==> src/rtl/axi_lite_pkg.sv <==
// Shared AXI4-Lite definitions: response codes, engine state encoding and defaults.
package axi_lite_pkg;

  localparam logic [1:0] RESP_OKAY   = 2'b00;
  localparam logic [1:0] RESP_EXOKAY = 2'b01;
  localparam logic [1:0] RESP_SLVERR = 2'b10;
  localparam logic [1:0] RESP_DECERR = 2'b11;

  localparam int unsigned ADDR_W_DEFAULT  = 32;
  localparam int unsigned DATA_W_DEFAULT  = 32;
  localparam int unsigned TIMEOUT_DEFAULT = 1024;

  typedef enum logic [2:0] {
    ST_IDLE    = 3'd0,
    ST_WR_AW_W = 3'd1,
    ST_WR_B    = 3'd2,
    ST_RD_AR   = 3'd3,
    ST_RD_R    = 3'd4,
    ST_RSP     = 3'd5
  } state_e;

  // States in which a bus access is outstanding and the watchdog runs
  function automatic logic is_busy(input state_e s);
    return (s == ST_WR_AW_W) || (s == ST_WR_B) || (s == ST_RD_AR) || (s == ST_RD_R);
  endfunction

endpackage

==> src/rtl/axi_lite_watchdog.sv <==
// Bus watchdog: cleared on load, counts enabled cycles, flags the last allowed cycle.
module axi_lite_watchdog #(
  parameter int unsigned TIMEOUT_CYCLES = 1024
) (
  input  logic clk,
  input  logic rst,
  input  logic load,
  input  logic enable,
  output logic expired_c
);

  localparam bit          ENABLED = (TIMEOUT_CYCLES > 0);
  localparam int unsigned CNT_W   = ENABLED ? $clog2(TIMEOUT_CYCLES + 1) : 1;
  localparam int unsigned LAST    = ENABLED ? TIMEOUT_CYCLES - 1 : 0;

  logic [CNT_W-1:0] cnt_q;

  assign expired_c = ENABLED && enable && (cnt_q == CNT_W'(LAST));

  // A zero timeout ties the counter off permanently
  always_ff @(posedge clk) begin
    if (rst || !ENABLED) begin
      cnt_q <= '0;
    end else if (load) begin
      cnt_q <= '0;
    end else if (enable && !expired_c) begin
      cnt_q <= cnt_q + CNT_W'(1);
    end
  end

endmodule

==> src/rtl/axi_lite_master_engine.sv <==
// AXI4-Lite initiator: one command in flight, fully registered channel outputs,
// watchdog abort of hung accesses.
module axi_lite_master_engine
  import axi_lite_pkg::*;
#(
  parameter int unsigned ADDR_W         = ADDR_W_DEFAULT,
  parameter int unsigned DATA_W         = DATA_W_DEFAULT,
  parameter int unsigned TIMEOUT_CYCLES = TIMEOUT_DEFAULT
) (
  input  logic              axi_aclk,
  input  logic              axi_areset,
  input  logic              cmd_valid,
  output logic              cmd_ready,
  input  logic              cmd_write,
  input  logic [ADDR_W-1:0] cmd_addr,
  input  logic [DATA_W-1:0] cmd_wdata,
  output logic              rsp_valid,
  input  logic              rsp_ready,
  output logic              rsp_write,
  output logic [DATA_W-1:0] rsp_rdata,
  output logic [1:0]        rsp_resp,
  output logic              rsp_timeout,
  output logic [ADDR_W-1:0] axi_lite_awaddr,
  output logic              axi_lite_awvalid,
  input  logic              axi_lite_awready,
  output logic [DATA_W-1:0] axi_lite_wdata,
  output logic              axi_lite_wvalid,
  input  logic              axi_lite_wready,
  input  logic [1:0]        axi_lite_bresp,
  input  logic              axi_lite_bvalid,
  output logic              axi_lite_bready,
  output logic [ADDR_W-1:0] axi_lite_araddr,
  output logic              axi_lite_arvalid,
  input  logic              axi_lite_arready,
  input  logic [DATA_W-1:0] axi_lite_rdata,
  input  logic [1:0]        axi_lite_rresp,
  input  logic              axi_lite_rvalid,
  output logic              axi_lite_rready
);

  state_e              state_q, state_d;
  logic                cmd_ready_q, cmd_ready_d;
  logic                awvalid_q, awvalid_d, wvalid_q, wvalid_d;
  logic                arvalid_q, arvalid_d;
  logic                bready_q, bready_d, rready_q, rready_d;
  logic [ADDR_W-1:0]   awaddr_q, awaddr_d, araddr_q, araddr_d;
  logic [DATA_W-1:0]   wdata_q, wdata_d;
  logic                rsp_valid_q, rsp_valid_d, rsp_write_q, rsp_write_d;
  logic [DATA_W-1:0]   rsp_rdata_q, rsp_rdata_d;
  logic [1:0]          rsp_resp_q, rsp_resp_d;
  logic                rsp_timeout_q, rsp_timeout_d;
  logic                wd_load_c, wd_expired_c;

  axi_lite_watchdog #(
    .TIMEOUT_CYCLES(TIMEOUT_CYCLES)
  ) u_watchdog (
    .clk       (axi_aclk),
    .rst       (axi_areset),
    .load      (wd_load_c),
    .enable    (is_busy(state_q)),
    .expired_c (wd_expired_c)
  );

  // Next-state and next-output logic
  always_comb begin
    state_d       = state_q;
    awvalid_d     = awvalid_q;
    wvalid_d      = wvalid_q;
    arvalid_d     = arvalid_q;
    bready_d      = bready_q;
    rready_d      = rready_q;
    awaddr_d      = awaddr_q;
    araddr_d      = araddr_q;
    wdata_d       = wdata_q;
    rsp_valid_d   = rsp_valid_q;
    rsp_write_d   = rsp_write_q;
    rsp_rdata_d   = rsp_rdata_q;
    rsp_resp_d    = rsp_resp_q;
    rsp_timeout_d = rsp_timeout_q;
    wd_load_c     = 1'b0;

    unique case (state_q)
      ST_IDLE: begin
        if (cmd_valid && cmd_ready_q) begin
          wd_load_c     = 1'b1;
          rsp_write_d   = cmd_write;
          rsp_timeout_d = 1'b0;
          if (cmd_write) begin
            state_d   = ST_WR_AW_W;
            awvalid_d = 1'b1;
            wvalid_d  = 1'b1;
            awaddr_d  = cmd_addr;
            wdata_d   = cmd_wdata;
          end else begin
            state_d   = ST_RD_AR;
            arvalid_d = 1'b1;
            araddr_d  = cmd_addr;
          end
        end
      end
      ST_WR_AW_W: begin
        // AW and W complete independently, in either order
        if (axi_lite_awready) awvalid_d = 1'b0;
        if (axi_lite_wready)  wvalid_d  = 1'b0;
        if ((!awvalid_q || axi_lite_awready) && (!wvalid_q || axi_lite_wready)) begin
          state_d  = ST_WR_B;
          bready_d = 1'b1;
        end
      end
      ST_WR_B: begin
        if (axi_lite_bvalid) begin
          state_d     = ST_RSP;
          bready_d    = 1'b0;
          rsp_valid_d = 1'b1;
          rsp_resp_d  = axi_lite_bresp;
          rsp_rdata_d = '0;
        end
      end
      ST_RD_AR: begin
        if (axi_lite_arready) begin
          state_d   = ST_RD_R;
          arvalid_d = 1'b0;
          rready_d  = 1'b1;
        end
      end
      ST_RD_R: begin
        if (axi_lite_rvalid) begin
          state_d     = ST_RSP;
          rready_d    = 1'b0;
          rsp_valid_d = 1'b1;
          rsp_resp_d  = axi_lite_rresp;
          rsp_rdata_d = axi_lite_rdata;
        end
      end
      ST_RSP: begin
        if (rsp_ready) begin
          state_d     = ST_IDLE;
          rsp_valid_d = 1'b0;
        end
      end
      default: state_d = ST_IDLE;
    endcase

    // A beat landing on the expiry cycle still completes normally
    if (wd_expired_c && (state_d != ST_RSP)) begin
      state_d       = ST_RSP;
      awvalid_d     = 1'b0;
      wvalid_d      = 1'b0;
      arvalid_d     = 1'b0;
      bready_d      = 1'b0;
      rready_d      = 1'b0;
      rsp_valid_d   = 1'b1;
      rsp_resp_d    = RESP_SLVERR;
      rsp_rdata_d   = '0;
      rsp_timeout_d = 1'b1;
    end

    cmd_ready_d = (state_d == ST_IDLE);
  end

  always_ff @(posedge axi_aclk) begin
    if (axi_areset) begin
      state_q       <= ST_IDLE;
      cmd_ready_q   <= 1'b0;
      awvalid_q     <= 1'b0;
      wvalid_q      <= 1'b0;
      arvalid_q     <= 1'b0;
      bready_q      <= 1'b0;
      rready_q      <= 1'b0;
      awaddr_q      <= '0;
      araddr_q      <= '0;
      wdata_q       <= '0;
      rsp_valid_q   <= 1'b0;
      rsp_write_q   <= 1'b0;
      rsp_rdata_q   <= '0;
      rsp_resp_q    <= RESP_OKAY;
      rsp_timeout_q <= 1'b0;
    end else begin
      state_q       <= state_d;
      cmd_ready_q   <= cmd_ready_d;
      awvalid_q     <= awvalid_d;
      wvalid_q      <= wvalid_d;
      arvalid_q     <= arvalid_d;
      bready_q      <= bready_d;
      rready_q      <= rready_d;
      awaddr_q      <= awaddr_d;
      araddr_q      <= araddr_d;
      wdata_q       <= wdata_d;
      rsp_valid_q   <= rsp_valid_d;
      rsp_write_q   <= rsp_write_d;
      rsp_rdata_q   <= rsp_rdata_d;
      rsp_resp_q    <= rsp_resp_d;
      rsp_timeout_q <= rsp_timeout_d;
    end
  end

  assign cmd_ready        = cmd_ready_q;
  assign rsp_valid        = rsp_valid_q;
  assign rsp_write        = rsp_write_q;
  assign rsp_rdata        = rsp_rdata_q;
  assign rsp_resp         = rsp_resp_q;
  assign rsp_timeout      = rsp_timeout_q;
  assign axi_lite_awaddr  = awaddr_q;
  assign axi_lite_awvalid = awvalid_q;
  assign axi_lite_wdata   = wdata_q;
  assign axi_lite_wvalid  = wvalid_q;
  assign axi_lite_bready  = bready_q;
  assign axi_lite_araddr  = araddr_q;
  assign axi_lite_arvalid = arvalid_q;
  assign axi_lite_rready  = rready_q;

endmodule

==> config.mk <==
export PLATFORM = sky130hd
export DESIGN_NAME = axi_lite_master_engine
export DESIGN_NICKNAME = d
export VERILOG_FILES = /design/src/rtl/axi_lite_pkg.sv /design/src/rtl/axi_lite_watchdog.sv /design/src/rtl/axi_lite_master_engine.sv
export SDC_FILE = /design/constraint.sdc
export NUM_CORES = 1
export LEC_CHECK = 0
export ABC_AREA = 1
export BUFFER_PORTS_ARGS = -buffer_cell sky130_fd_sc_hd__buf_2
export CORE_UTILIZATION = 43
export CTS_BUF_LIST = sky130_fd_sc_hd__clkbuf_4 sky130_fd_sc_hd__clkbuf_8 sky130_fd_sc_hd__clkbuf_16
export DETAILED_ROUTE_END_ITERATION = 16
export PLACE_DENSITY = 0.85
export RECOVER_POWER = 25
export SLEW_MARGIN = 20
export SYNTH_ARGS = -nofsm -noshare
export SYNTH_HDL_FRONTEND = slang
export SYNTH_SLANG_ARGS = --single-unit
==> constraint.sdc <==
create_clock -name axi_aclk -period 1.75 [get_ports axi_aclk]
set_input_delay 0.2625 -clock axi_aclk [delete_from_list [all_inputs] [get_ports axi_aclk]]
set_output_delay 0.2625 -clock axi_aclk [all_outputs]
set_load 0.02 [all_outputs]
=== Yosys cells after proc, flatten, opt, wreduce, memory -nomap -nowiden ===
Cells that the tools add are included.

* Register bits after elaboration: 153
* Input port bits: 110
* Output and inout bits: 139
* Logic and storage cells: 118

* $add $sub $neg: 1
* Equal/unequal tests: 19
* Mux-type cells: 42
* Bitwise logic cells: 1
* Reductions and logical operators: 38

{| class="wikitable"
|+ Operator list
! kind !! count
|-
| $mux W32 || 2
|-
| $pmux W32 S2 || 1
|-
| $mux W3 || 7
|-
| $mux W1 || 20
|-
| $pmux W3 S6 || 1
|-
| $reduce_and A3 Y1 || 6
|-
| $ne A2 B2 Y1 const B || 8
|-
| $reduce_and A4 Y1 || 4
|-
| $reduce_bool A2 Y1 || 7
|-
| $add A11 B1 Y11 const B || 1
|-
| $eq A11 B10 Y1 const B || 1
|-
| $pmux W1 S2 || 5
|-
| $mux W2 || 4
|-
| $eq A3 B2 Y1 const B || 2
|-
| $eq A3 B3 Y1 const B || 2
|-
| $logic_not A3 Y1 || 2
|-
| $ne A3 B2 Y1 const B || 2
|-
| $ne A3 B3 Y1 const B || 2
|-
| $logic_and A1 B1 Y1 || 5
|-
| $logic_or A1 B1 Y1 || 5
|-
| $pmux W2 S2 || 1
|-
| $reduce_and A2 Y1 || 2
|-
| $reduce_bool A4 Y1 || 1
|-
| $reduce_or A2 Y1 || 2
|-
| other kinds (6) || 8
|}

=== Depth between registers and ports, before layout ===
Gate-level depths: netlist (run 1).

* Depth in word-level cells: 9
* Mapped depth: 13
* Depth with buffers taken out: 11

=== Modules after synthesis ===
From an unflattened synthesis (run 1), not the netlist that was laid out.

* Cell total of the unflattened synthesis: 806
* Area, all modules: 5987.0 um^2

{| class="wikitable"
|+ Modules (own cells, without submodules)
! module !! times used !! cells an instance !! area an instance (um^2) !! seq. area each (um^2)
|-
| axi_lite_master_engine || 1 || 715 || 5390.2 || 2842.7
|-
| axi_lite_watchdog || 1 || 91 || 596.8 || 220.2
|}

=== Least setup slack after synthesis (run 1) ===
OpenSTA, ideal clock, no wires.

* Path type: register to register
* Start: register u_watchdog.cnt_q[0]
* End: register rsp_rdata_q[10] (netlist: rsp_rdata[10])
* Setup time: 0.117 ns
* Arrival time: 1.581 ns
* Required time: 1.633 ns
* Setup slack: 0.052 ns
* Stages on the path, launching flop included: 11
* Buffers on the path: 2
* Period minus slack after synthesis: 1.698 ns
* Path through: dfxtp_1 ha_1 nand3_1 nor2_1 nand3_1 inv_1 nand2_2 nand2_2 buf_6 buf_6 nor2_1

* Word-level cells in the longest chain between the ends: 4

{| class="wikitable"
|+ RTL lines
! element !! line !! text
|-
| start: declaration || axi_lite_watchdog.sv:16 || <nowiki>logic [CNT_W-1:0] cnt_q;</nowiki>
|-
| start signal: assignment || axi_lite_watchdog.sv:27 || <nowiki>cnt_q <= cnt_q + CNT_W'(1);</nowiki>
|-
| $eq A11 B10 Y1 || axi_lite_watchdog.sv:18 || <nowiki>assign expired_c = ENABLED && enable && (cnt_q == CNT_W'(LAST));</nowiki>
|-
| $logic_and A1 B1 Y1 || axi_lite_watchdog.sv:18 ||
|-
| $logic_and A1 B1 Y1 || axi_lite_master_engine.sv:145 || <nowiki>if (wd_expired_c && (state_d != ST_RSP)) begin</nowiki>
|-
| $reduce_or A2 Y1 (no source line) || n/a ||
|-
| end signal: assignment || axi_lite_master_engine.sv:191 || <nowiki>rsp_rdata_q <= rsp_rdata_d;</nowiki>
|-
| end: declaration || axi_lite_master_engine.sv:49 || <nowiki>logic [DATA_W-1:0] rsp_rdata_q, rsp_rdata_d;</nowiki>
|}

Every way passes these cells.
A chain may end at the register's enable or synchronous reset.

=== Worst setup path in the final report (run 1) ===
* Start: register state_q[1]
* End: register rsp_rdata_q[1] (netlist: rsp_rdata[1])

* Word-level cells in the longest chain between the ends: 7
* Elaborated cells between the ends (all ways): 25
* Those cells by class: eq/ne (8); mux (8); reduce/logical (9)

{| class="wikitable"
|+ RTL lines
! element !! line !! text
|-
| start: declaration || axi_lite_master_engine.sv:41 || <nowiki>state_e state_q, state_d;</nowiki>
|-
| start signal: assignment || axi_lite_master_engine.sv:179 || <nowiki>state_q <= state_d;</nowiki>
|-
| branches (longest 7 deep; another with $pmux W3 S6) || n/a ||
|}

Several ways; the timed one is not identified.

==> out/summary.txt, run 1 <==
Status: finished clean
Most frequent cells in the layout: nor2_1 (232), buf_2 (177), dfxtp_1 (151)
Vias: 5,975
Post-synth cell types: 28
P_leak: 0.00342 uW
Reg clk slew, reported paths: 0.06 ns
Achievable frequency: 619 MHz
Critical Path Stages: 11
Chip width: 119 um
Die area: 14,100 um^2
Vias per cell: 4.87
Non-filler instance count after layout: 1,227
CTS buffer count: 17
Synth Area per Inst: 7.39 um^2
PortBufs: 248
Post-synth EDFFs: 0
Synth warn: 0
Most common cell after layout, fill and taps aside: nor2_1
Synthesized instance count: 793
Ys async rst share: 0
CP delay by family, top: simple AND/OR/NAND/NOR gates
Root buf cell: clkbuf_16
Max clock buf depth: 2
Num rows: 42
Initial antenna violation count: 2
Final nets: 1,148
Fin. Hold Viols: 0
Critical path startpoint category: flop
Vias in the first global route: 5,529
H-tree depth: 4
Tightest Pin Transition: 0.354 ns
CP dominant cell by count: nand2_1
Remaining Overflow, GRT: 0
Yosys reg bits: 153
Worst Path Buf+Inv: 2
Core area: 13,300 um^2
Area of the mapped netlist: 5860 um^2
Post-DRT Antenna Nets: 0
Layout cells sized above 1: 0.248
Worst path slowest cell: dfxtp_1
GRT Total Usage: 0.234
Global-route wire length before repair: 26.1 mm
Iter 0 DRT Violations: 300
Total Wirelength: 16.4 mm
Placed cells: 1,191
Initial Utilization: 0.441
Fin crit period: 1.61 ns
Critical Path RT: 2.10 ns
Detailed Routing Iterations Pass 1: 5
Die height: 119 um
# IOs: 249
Largest fanout on the critical path: 16
PD cells: 1440 nW/um^2
Max cap viols: 0
Crit path cell chain: inv_1, nor2_2, nand3_2, nand2_1, nor2_1, nand2_1, nand2_1, nand2_2, nand2_2, clkbuf_16, nor2_1
Peak VDD IR: 832 uV
Largest net degree at the start of global routing: 72
Clk_skew: 0.00683 ns
Gpl congestion: 0.868
Post-synth top flop: dfxtp_1
Final TNS setup: 0 ns
Hold crit path type: primary input to flop
Mapped Nets: 904
CTS tree: yes
Post-DP HPWL: 11.4 mm
Crit path kind: flop to flop
Depth of the worst register-to-register path: 11
WHS Path Cells: 3
Arr. time, crit path: 1.97 ns
Slew margin rel.: 0.764
CP Capture Type: flop
CTS Sinks: 153
Max incr delay on CP: 0.39 ns
Final setup violation count: 0
WL/cell: 13.3 um
Area Overhead vs Synth: 36.0%
Slew Limit Fails: 0
Residual DRC: 0
Seq/Total Area, Yosys: 0.522
Fin crit share: 0.923
Clock Latency Late Sink: 0.42 ns
-- worst paths after layout --
check | from | to | slack (ns)
worst max-delay path | state_q[1]$_SDFF_PP0_ | rsp_rdata[1]$_SDFFE_PP0P_ | 0.14
worst min-delay path | cmd_wdata[21] | axi_lite_wdata[21]$_SDFFE_PP0P_ | 0.09
worst max register to register | state_q[1]$_SDFF_PP0_ | rsp_rdata[1]$_SDFFE_PP0P_ | 0.14
worst min register to register | u_watchdog.cnt_q[10]$_SDFFE_PP0P_ | u_watchdog.cnt_q[10]$_SDFFE_PP0P_ | 0.44
-- logic make-up (layout without fill, tap and decap cells) --
| group | after synthesis | count (layout) | share of synthesized area |
|---|---|---|---|
| and+or+nand+nor | 407 | 407 | 0.282 |
| DFF | 153 | 153 | 0.522 |
| AOI/OAI and AO/OA | 150 | 150 | 0.130 |
| buffers and inverters | 79 | 336 | 0.0589 |
| xor gates and xnor gates | 3 | 3 | 0.00448 |
| adders and majority gates | 1 | 1 | 0.00213 |
| other | 0 | 1 | 0 |
-- final cells by class --
cell class	instances	area (um^2)
Multi-Input combinational cell	561	2480
Sequential cell	153	3070
Inverter	27	101
Antenna cell	1	2.50
Clock buffer	18	433
Clock inverter	14	195
Fill cell	1250	5320
Timing Repair Buffer	277	1480
Tap cell	176	220
-- stage by stage --
stage	area (um^2)	utilization	setup slack [ns]	power (uW)	hold WS, ns
after global routing	7970	0.600	-0.00912	12200	0.0895
after detailed placement	7370	0.554	0.0970	7760	0.433
after CTS	7990	0.601	0.0922	11600	0.0744
after global placement	7370	0.554	0.151	7680	0.433
final	7970	0.600	0.135	11500	0.0945
after floorplan	5860	-	0.0516	6550	0.332
-- registers in the layout, indices dropped and copies added (netlist names) --
signal	cells
axi_lite_araddr	32
axi_lite_arvalid	1
axi_lite_awaddr	32
axi_lite_awvalid	1
axi_lite_bready	1
axi_lite_rready	1
axi_lite_wdata	32
axi_lite_wvalid	1
cmd_ready	1
rsp_rdata	32
rsp_resp	2
rsp_timeout	1
rsp_valid	1
rsp_write	1
state_q	3
u_watchdog.cnt_q	11
-- synthesized netlist by cell type, types with 2 or more instances --
| library cell | number | area (um^2) |
|---|---|---|
| a21oi_1 | 13 | 65.1 |
| buf_2 | 12 | 60.1 |
| buf_4 | 3 | 22.5 |
| buf_6 | 3 | 33.8 |
| clkbuf_1 | 33 | 124 |
| dfxtp_1 | 153 | 3060 |
| inv_1 | 25 | 93.8 |
| nand2_1 | 96 | 360 |
| nand2_2 | 2 | 12.5 |
| nand3_1 | 51 | 255 |
| nand4_1 | 6 | 37.5 |
| nor2_1 | 234 | 878 |
| nor2_2 | 9 | 56.3 |
| nor3_1 | 6 | 30.0 |
| o21ai_0 | 133 | 666 |
| xnor2_1 | 2 | 17.5 |
-- power by group --
group	switching [uW]	leakage (uW)	internal [uW]
Clock	1440	0.000308	2410
Sequential	303	0.00124	4060
Combinational	2160	0.00187	1130
Total	3910	0.00342	7600
-- metal layers --
metal | routed length (um) | track usage | up-vias | share of wire
met3 | 1500 | 0.0975 | 30 | 0.091
met4 | 317 | 0.0847 | 2 | 0.019
met1 | 6550 | 0.252 | 2670 | 0.40
li1 | - | - | 3052 | -
met5 | 13 | 0 | - | 0.00080
met2 | 7980 | 0.407 | 221 | 0.49
-- worst reg2reg max path: stages (launching register included) --
cell	delay (ns)
dfxtp_1	0.39
inv_1	0.12
nor2_2	0.14
nand3_2	0.15
nand2_1	0.09
nor2_1	0.05
nand2_1	0.07
nand2_1	0.08
nand2_2	0.08
nand2_2	0.10
clkbuf_16	0.21
nor2_1	0.09
-- repair_timing --
action                     4_1_cts  5_1_grt
hold buffers                     0        0
setup endpoints to repair        0       43
setup buffers                    0        2
gates resized for setup          0        9
Note: power is estimated with default switching activity, not from simulation.
==> inputs of run 2 (changes only) <==
Settings changed: CAP_MARGIN set to 20, CELL_PAD_IN_SITES_DETAIL_PLACEMENT set to 0, CELL_PAD_IN_SITES_GLOBAL_PLACEMENT set to 1, CORE_UTILIZATION 43 to 30, PLACE_DENSITY 0.85 to 0.86.
==> run 2 against run 1 <==
Effect of this change:
- sequential power barely moved
- total power is 2.1% lower
- critical path depth shrank 3
- combinational power up 5%
==> out/summary.txt, run 2 (synthesized netlist as in run 1, its figures left out) <==
Status: finished clean
PD cells: 1380 nW/um^2 (-4.7%)
Vias: 5,941 (-0.57%)
Chip width: 142 um (+19%)
Post-DRT Antenna Nets: 0 (unchanged)
WL/cell: 13.8 um (+3.6%)
DP Worst Slack: 0.0273 ns (-0.0697 ns)
Max clock buf depth: 2 (unchanged)
Gpl congestion: 0.772 (-11%)
Num rows: 50 (+19%)
CP delay by family, top: buffers and inverters
# IOs: 249 (unchanged)
Fin crit period: 1.64 ns (+0.0302 ns)
Core area: 19,000 um^2 (+43%)
Most frequent cells in the layout: nor2_1 (232), buf_2 (181), dfxtp_1 (150)
Multi-input gate area: 2470 um^2 (-0.40%)
Crit path kind: flop to flop
Iter 0 DRT Violations: 221 (-26%)
Global-route wire length before repair: 26.6 mm (+1.8%)
Die area: 20,100 um^2 (+43%)
Vias per cell: 4.50 (-7.5%)
Tightest Pin Transition: 0.393 ns (+0.0396 ns)
Vias in the first global route: 5,286 (-4.4%)
Post-route setup slack: 0.105 ns (-0.0302 ns)
# hold bufs at CTS: 0 (unchanged)
Die height: 142 um (+19%)
Fill cells: 1,995 (+60%)
Critical path startpoint category: flop
Layout cells sized above 1: 0.260 (+0.0123)
CTS tree: yes
Slew Limit Fails: 0 (unchanged)
Critical Path Stages: 8 (-3)
Max cap viols: 0 (unchanged)
Final Util: 0.432 (-0.168)
Dpl cell area: 7460 um^2 (+1.3%)
Initial antenna violation count: 3 (+1)
Final nets: 1,156 (+0.70%)
Worst path slowest cell: dfxtp_2
Remaining Overflow, GRT: 0 (unchanged)
Critical Path RT: 2.06 ns (-0.04 ns)
P_leak: 0.00348 uW (+1.9%)
CP Capture Type: flop
Post-DP HPWL: 11.7 mm (+2.7%)
GRT Total Usage: 0.169 (-0.0652)
Reg area: 3070 um^2 (about the same)
CTS Sinks: 153 (unchanged)
Fin area: 8190 um^2 (+2.7%)
Clock Latency Late Sink: 0.42 ns (about the same)
Worst Path Buf+Inv: 3 (+1)
Achievable frequency: 608 MHz (-1.8%)
Most common cell after layout, fill and taps aside: nor2_1
CTS buffer count: 17 (unchanged)
Hold crit path type: primary input to flop
Residual DRC: 0 (unchanged)
Root buf cell: clkbuf_16
PortBufs: 248 (unchanged)
Detailed Routing Iterations Pass 1: 4 (-1)
Crit path cell chain: inv_2, nand2_1, nor2_2, nand4_1, buf_4, clkbuf_16, o21ai_0, nor2_1
Slew margin rel.: 0.737 (-0.0270)
H-tree depth: 4 (unchanged)
Fin crit share: 0.940 (+0.0173)
Reg clk slew, reported paths: 0.07 ns (about the same)
Depth of the worst register-to-register path: 8 (-3)
Max incr delay on CP: 0.36 ns (-0.03 ns)
Arr. time, crit path: 1.96 ns (about the same)
Clk_skew: 0.0136 ns (+0.00675 ns)
Final setup violation count: 0 (unchanged)
Largest fanout on the critical path: 10 (-6)
Area Overhead vs Synth: 39.6%
WHS Path Cells: 3 (unchanged)
Initial Utilization: 0.309 (-0.132)
Peak VDD IR: 709 uV (-15%)
Total Wirelength: 18.2 mm (+11%)
Largest net degree at the start of global routing: 71 (-1.4%)
Fin. Hold Viols: 0 (unchanged)
==> run 2: final timing paths <==
kind	start	endpoint	slack, ns
min reg2reg	u_watchdog.cnt_q[10]$_SDFFE_PP0P_	u_watchdog.cnt_q[10]$_SDFFE_PP0P_	0.45
max reg2reg	state_q[0]$_SDFF_PP0_	axi_lite_wdata[7]$_SDFFE_PP0P_	0.11
min	cmd_wdata[20]	axi_lite_wdata[20]$_SDFFE_PP0P_	0.07
max	state_q[0]$_SDFF_PP0_	axi_lite_wdata[7]$_SDFFE_PP0P_	0.11
==> run 2: worst min-delay path: cells and delay by family <==
kind            cells  cell delay [ns]
compound gates      1             0.05
buf+inv             1             0.07
simple gates        1             0.07
==> run 2: per-layer routing <==
layer,track usage,vias to the layer above,part of all wire
met2,0.275,181,0.46
met5,0,-,0.0015
met4,0.0475,4,0.0075
met3,0.0634,13,0.070
li1,-,3067,-
met1,0.207,2676,0.46
==> run 2: timing repair <==
| item | in CTS | in global routing |
|---|---|---|
| resized for setup | 0 | 19 |
| setup buffers | 0 | 4 |
| setup endpoints to repair | 0 | 106 |
==> run 2: final cells by class <==
type | instances | area share
inverters | 27 | 0.0138
repair buffers | 285 | 0.203
diodes | 1 | 0.000306
flip-flops and latches | 153 | 0.375
multi-input cells | 561 | 0.301
clock buffers | 18 | 0.0529
clock inverters | 14 | 0.0144
well taps | 260 | 0.0397
==> run 2: per-stage QoR <==
stage / hold WS (ns) / TNS, ns / cells / power, uW
2_1_floorplan: 0.332 / 0 / 793 / 6550
4_1_cts: 0.0638 / 0 / 1306 / 11300
6_report: 0.0730 / 0 / 1319 / 11300
3_3_place_gp: 0.432 / 0 / 1274 / 7720
3_5_place_dp: 0.442 / 0 / 1274 / 7760
5_1_grt: 0.0894 / -0.220 / 1318 / 12000
==> run 2: power by group <==
part	internal, uW	leakage (uW)	total, uW	switching (uW)
sequential	4060	0.00124	4360	303
clock	1870	0.000268	3440	1580
combinational	1220	0.00197	3460	2240
total	7140	0.00348	11300	4120
==> inputs of run 3 (changes only) <==
Settings changed: HOLD_SLACK_MARGIN set to 0.1.
Clock period 1.75 ns to 1.3 ns, I/O delays scaled along.
==> run 3 against run 2 <==
Effect of this change:
- via count increased by 16%
- total power increased by 67%
- highest routed layer is now met4
- the run now ends with negative setup slack left
- largest cell class is now multi-input gates
- cell area up 37%
- critical endpoint is now axi_lite_awaddr[7]$_SDFFE_PP0P_
==> out/summary.txt, run 3 (synthesized netlist as in run 1, its figures left out) <==
Status: finished with violations
Failing checks: negative setup slack
Achievable frequency: 627 MHz (+3.1%)
PD cells: 1680 nW/um^2 (+22%)
Largest fanout on the critical path: 6 (-4)
CP Capture Type: flop
Worst hold slack: 0.132 ns (+0.0586 ns)
Largest net degree at the start of global routing: 69 (-2.8%)
R2r setup slk: -0.30 ns (-0.40 ns)
WL/cell: 15.5 um (+12%)
Post-route setup slack: -0.296 ns (-0.401 ns)
Fin crit share: 1.23 (+0.288)
Fin. Hold Viols: 0 (unchanged)
CTS Sinks: 153 (unchanged)
Final setup violation count: 153 (+153)
Residual DRC: 0 (unchanged)
CTS buffer count: 17 (unchanged)
Global-route wire length before repair: 31.7 mm (+19%)
Most common cell after layout, fill and taps aside: buf_2
Flop pwr share: 0.323 (-0.064)
WHS Path Cells: 5 (+2)
Arr. time, crit path: 1.92 ns (-0.04 ns)
Crit path cell chain: inv_4, nand2_4, nor2_4, nand4_1, buf_6, buf_12, clkinv_16, buf_12, buf_16, nor2_2, nor2_1
Final nets: 1,305 (+13%)
Vias: 6,872 (+16%)
Clock Latency Late Sink: 0.43 ns (about the same)
Hold crit path type: primary input to flop
Die area: 20,100 um^2 (unchanged)
Remaining Overflow, GRT: 0 (unchanged)
Tightest Pin Transition: 0.399 ns (+0.00582 ns)
Total Wirelength: 22.7 mm (+25%)
FF-to-FF End: axi_lite_awaddr[7]$_SDFFE_PP0P_
Peak VDD IR: 1050 uV (+48%)
GRT Total Usage: 0.200 (+0.0318)
Gpl congestion: 0.796 (+3.1%)
Net Sw Power: 6810 uW (+65%)
Critical Path RT: 1.62 ns (-0.44 ns)
Initial antenna violation count: 1 (-2)
Fill cells: 1,618 (-19%)
Clk_skew: 0.00966 ns (-0.00392 ns)
Detailed Routing Iterations Pass 1: 6 (+2)
Initial Utilization: 0.309 (unchanged)
Post-DRT Antenna Nets: 0 (unchanged)
Core area: 19,000 um^2 (unchanged)
Area Overhead vs Synth: 90.9%
PortBufs: 248 (unchanged)
RSZ-0062 raised after global routing: yes
Clk pwr share: 0.278 (-0.028)
CP delay by family, top: buffers and inverters
Num rows: 50 (unchanged)
Final TNS setup: -30.91 ns (-30.91 ns)
Dpl cell area: 7920 um^2 (+6.1%)
Layout cells sized above 1: 0.496 (+0.236)
Depth of the worst register-to-register path: 11 (+3)
# IOs: 249 (unchanged)
Multi-input gate area: 3540 um^2 (+43%)
Diode count: 0 (-1)
CTS tree: yes
Fin area: 11,200 um^2 (+37%)
Crit path kind: flop to flop
Reg clk slew, reported paths: 0.07 ns (about the same)
CP dominant cell by count: buf_12
Worst path slowest cell: dfxtp_4
Vias per cell: 4.68 (+4.0%)
R2R Path Start: state_q[0]$_SDFF_PP0_
Max cap viols: 0 (unchanged)
Slew margin rel.: 0.734 (-0.00325)
Max incr delay on CP: 0.39 ns (+0.03 ns)
Vias in the first global route: 6,415 (+21%)
Critical path startpoint category: flop
P_leak: 0.00484 uW (+39%)
Root buf cell: clkbuf_16
Reg area: 3080 um^2 (+0.33%)
Fin crit period: 1.60 ns (-0.0491 ns)
Hold EP: rsp_rdata[14]$_SDFFE_PP0P_
Min-Delay Startpoint: axi_lite_rdata[14]
Worst Path Buf+Inv: 6 (+3)
Slew Limit Fails: 0 (unchanged)
Most frequent cells in the layout: buf_2 (214), dfxtp_1 (148), nor2_1 (111)
Iter 0 DRT Violations: 330 (+49%)
Max clock buf depth: 2 (unchanged)
Die height: 142 um (unchanged)
H-tree depth: 4 (unchanged)
Combinational fraction of design power: 0.399 (+0.092)
Pint: 12,000 uW (+68%)
Post-DP HPWL: 12.6 mm (+7.4%)
Sw Share: 0.362 (-0.00380)
Chip width: 142 um (unchanged)
run 3: power by group through the flow:
stage	Sequential [uW]	Combinational, uW	Clock, uW
global placement	5950	4900	0
finish	6080	7510	5230
floorplan	6840	2220	0
detailed placement	5970	4940	0
CTS	5900	6130	5330
global route	6160	8060	5540
run 3: worst max-delay path by stage:
stage                                      from                               end  slack [ns]  cells after the start
6_report                  state_q[0]$_SDFF_PP0_   axi_lite_awaddr[7]$_SDFFE_PP0P_       -0.30                     11
5_1_grt                   state_q[1]$_SDFF_PP0_   axi_lite_awaddr[7]$_SDFFE_PP0P_       -0.37                     11
4_1_cts                   state_q[0]$_SDFF_PP0_      axi_lite_rready$_SDFFE_PP0P_       -0.21                     10
3_5_place_dp              state_q[2]$_SDFF_PP0_        rsp_rdata[11]$_SDFFE_PP0P_       -0.27                     10
3_3_place_gp              state_q[0]$_SDFF_PP0_  axi_lite_araddr[16]$_SDFFE_PP0P_       -0.25                      8
2_1_floorplan  u_watchdog.cnt_q[0]$_SDFFE_PP0P_        rsp_rdata[10]$_SDFFE_PP0P_       -0.14                     10
run 3: metrics by stage:
step / std cells / total power (uW) / setup WS [ns] / util
final: 1467 / 18800 / -0.296 / 0.590
after CTS: 1441 / 17400 / -0.213 / 0.525
after global placement: 1318 / 10800 / -0.252 / 0.418
after detailed placement: 1318 / 10900 / -0.274 / 0.418
after global routing: 1467 / 19700 / -0.365 / 0.590
after floorplan: 793 / 9060 / -0.140 / -
run 3: routing by layer:
metal  wire length, um  GRT usage
met1              9130      0.223
met2             11800      0.354
met3              1420     0.0634
met4               366     0.0781
met5                 0          0
run 3: worst reg2reg max path: cells and delay by family, from the launching register on:
family        cells  cell delay [ns]
buf+inv           6             0.73
flops             1             0.39
simple gates      5             0.37
run 3: what timing repair did:
item,4_1_cts,5_1_grt
setup endpoints to repair,152,153
pin swaps,33,49
gates cloned,12,13
endpoints found under the hold margin,101,1
setup buffers,15,20
hold buffers,65,1
gates resized for setup,153,255
run 3: area by class of cell:
class                           count  share of cell area
Timing Repair inverter              2             0.00246
Clock buffer                       20              0.0411
Clock inverter                     12              0.0146
Inverter                           27              0.0143
Tap cell                          260              0.0291
Timing Repair Buffer              432               0.307
Multi-Input combinational cell    561               0.316
Sequential cell                   153               0.275
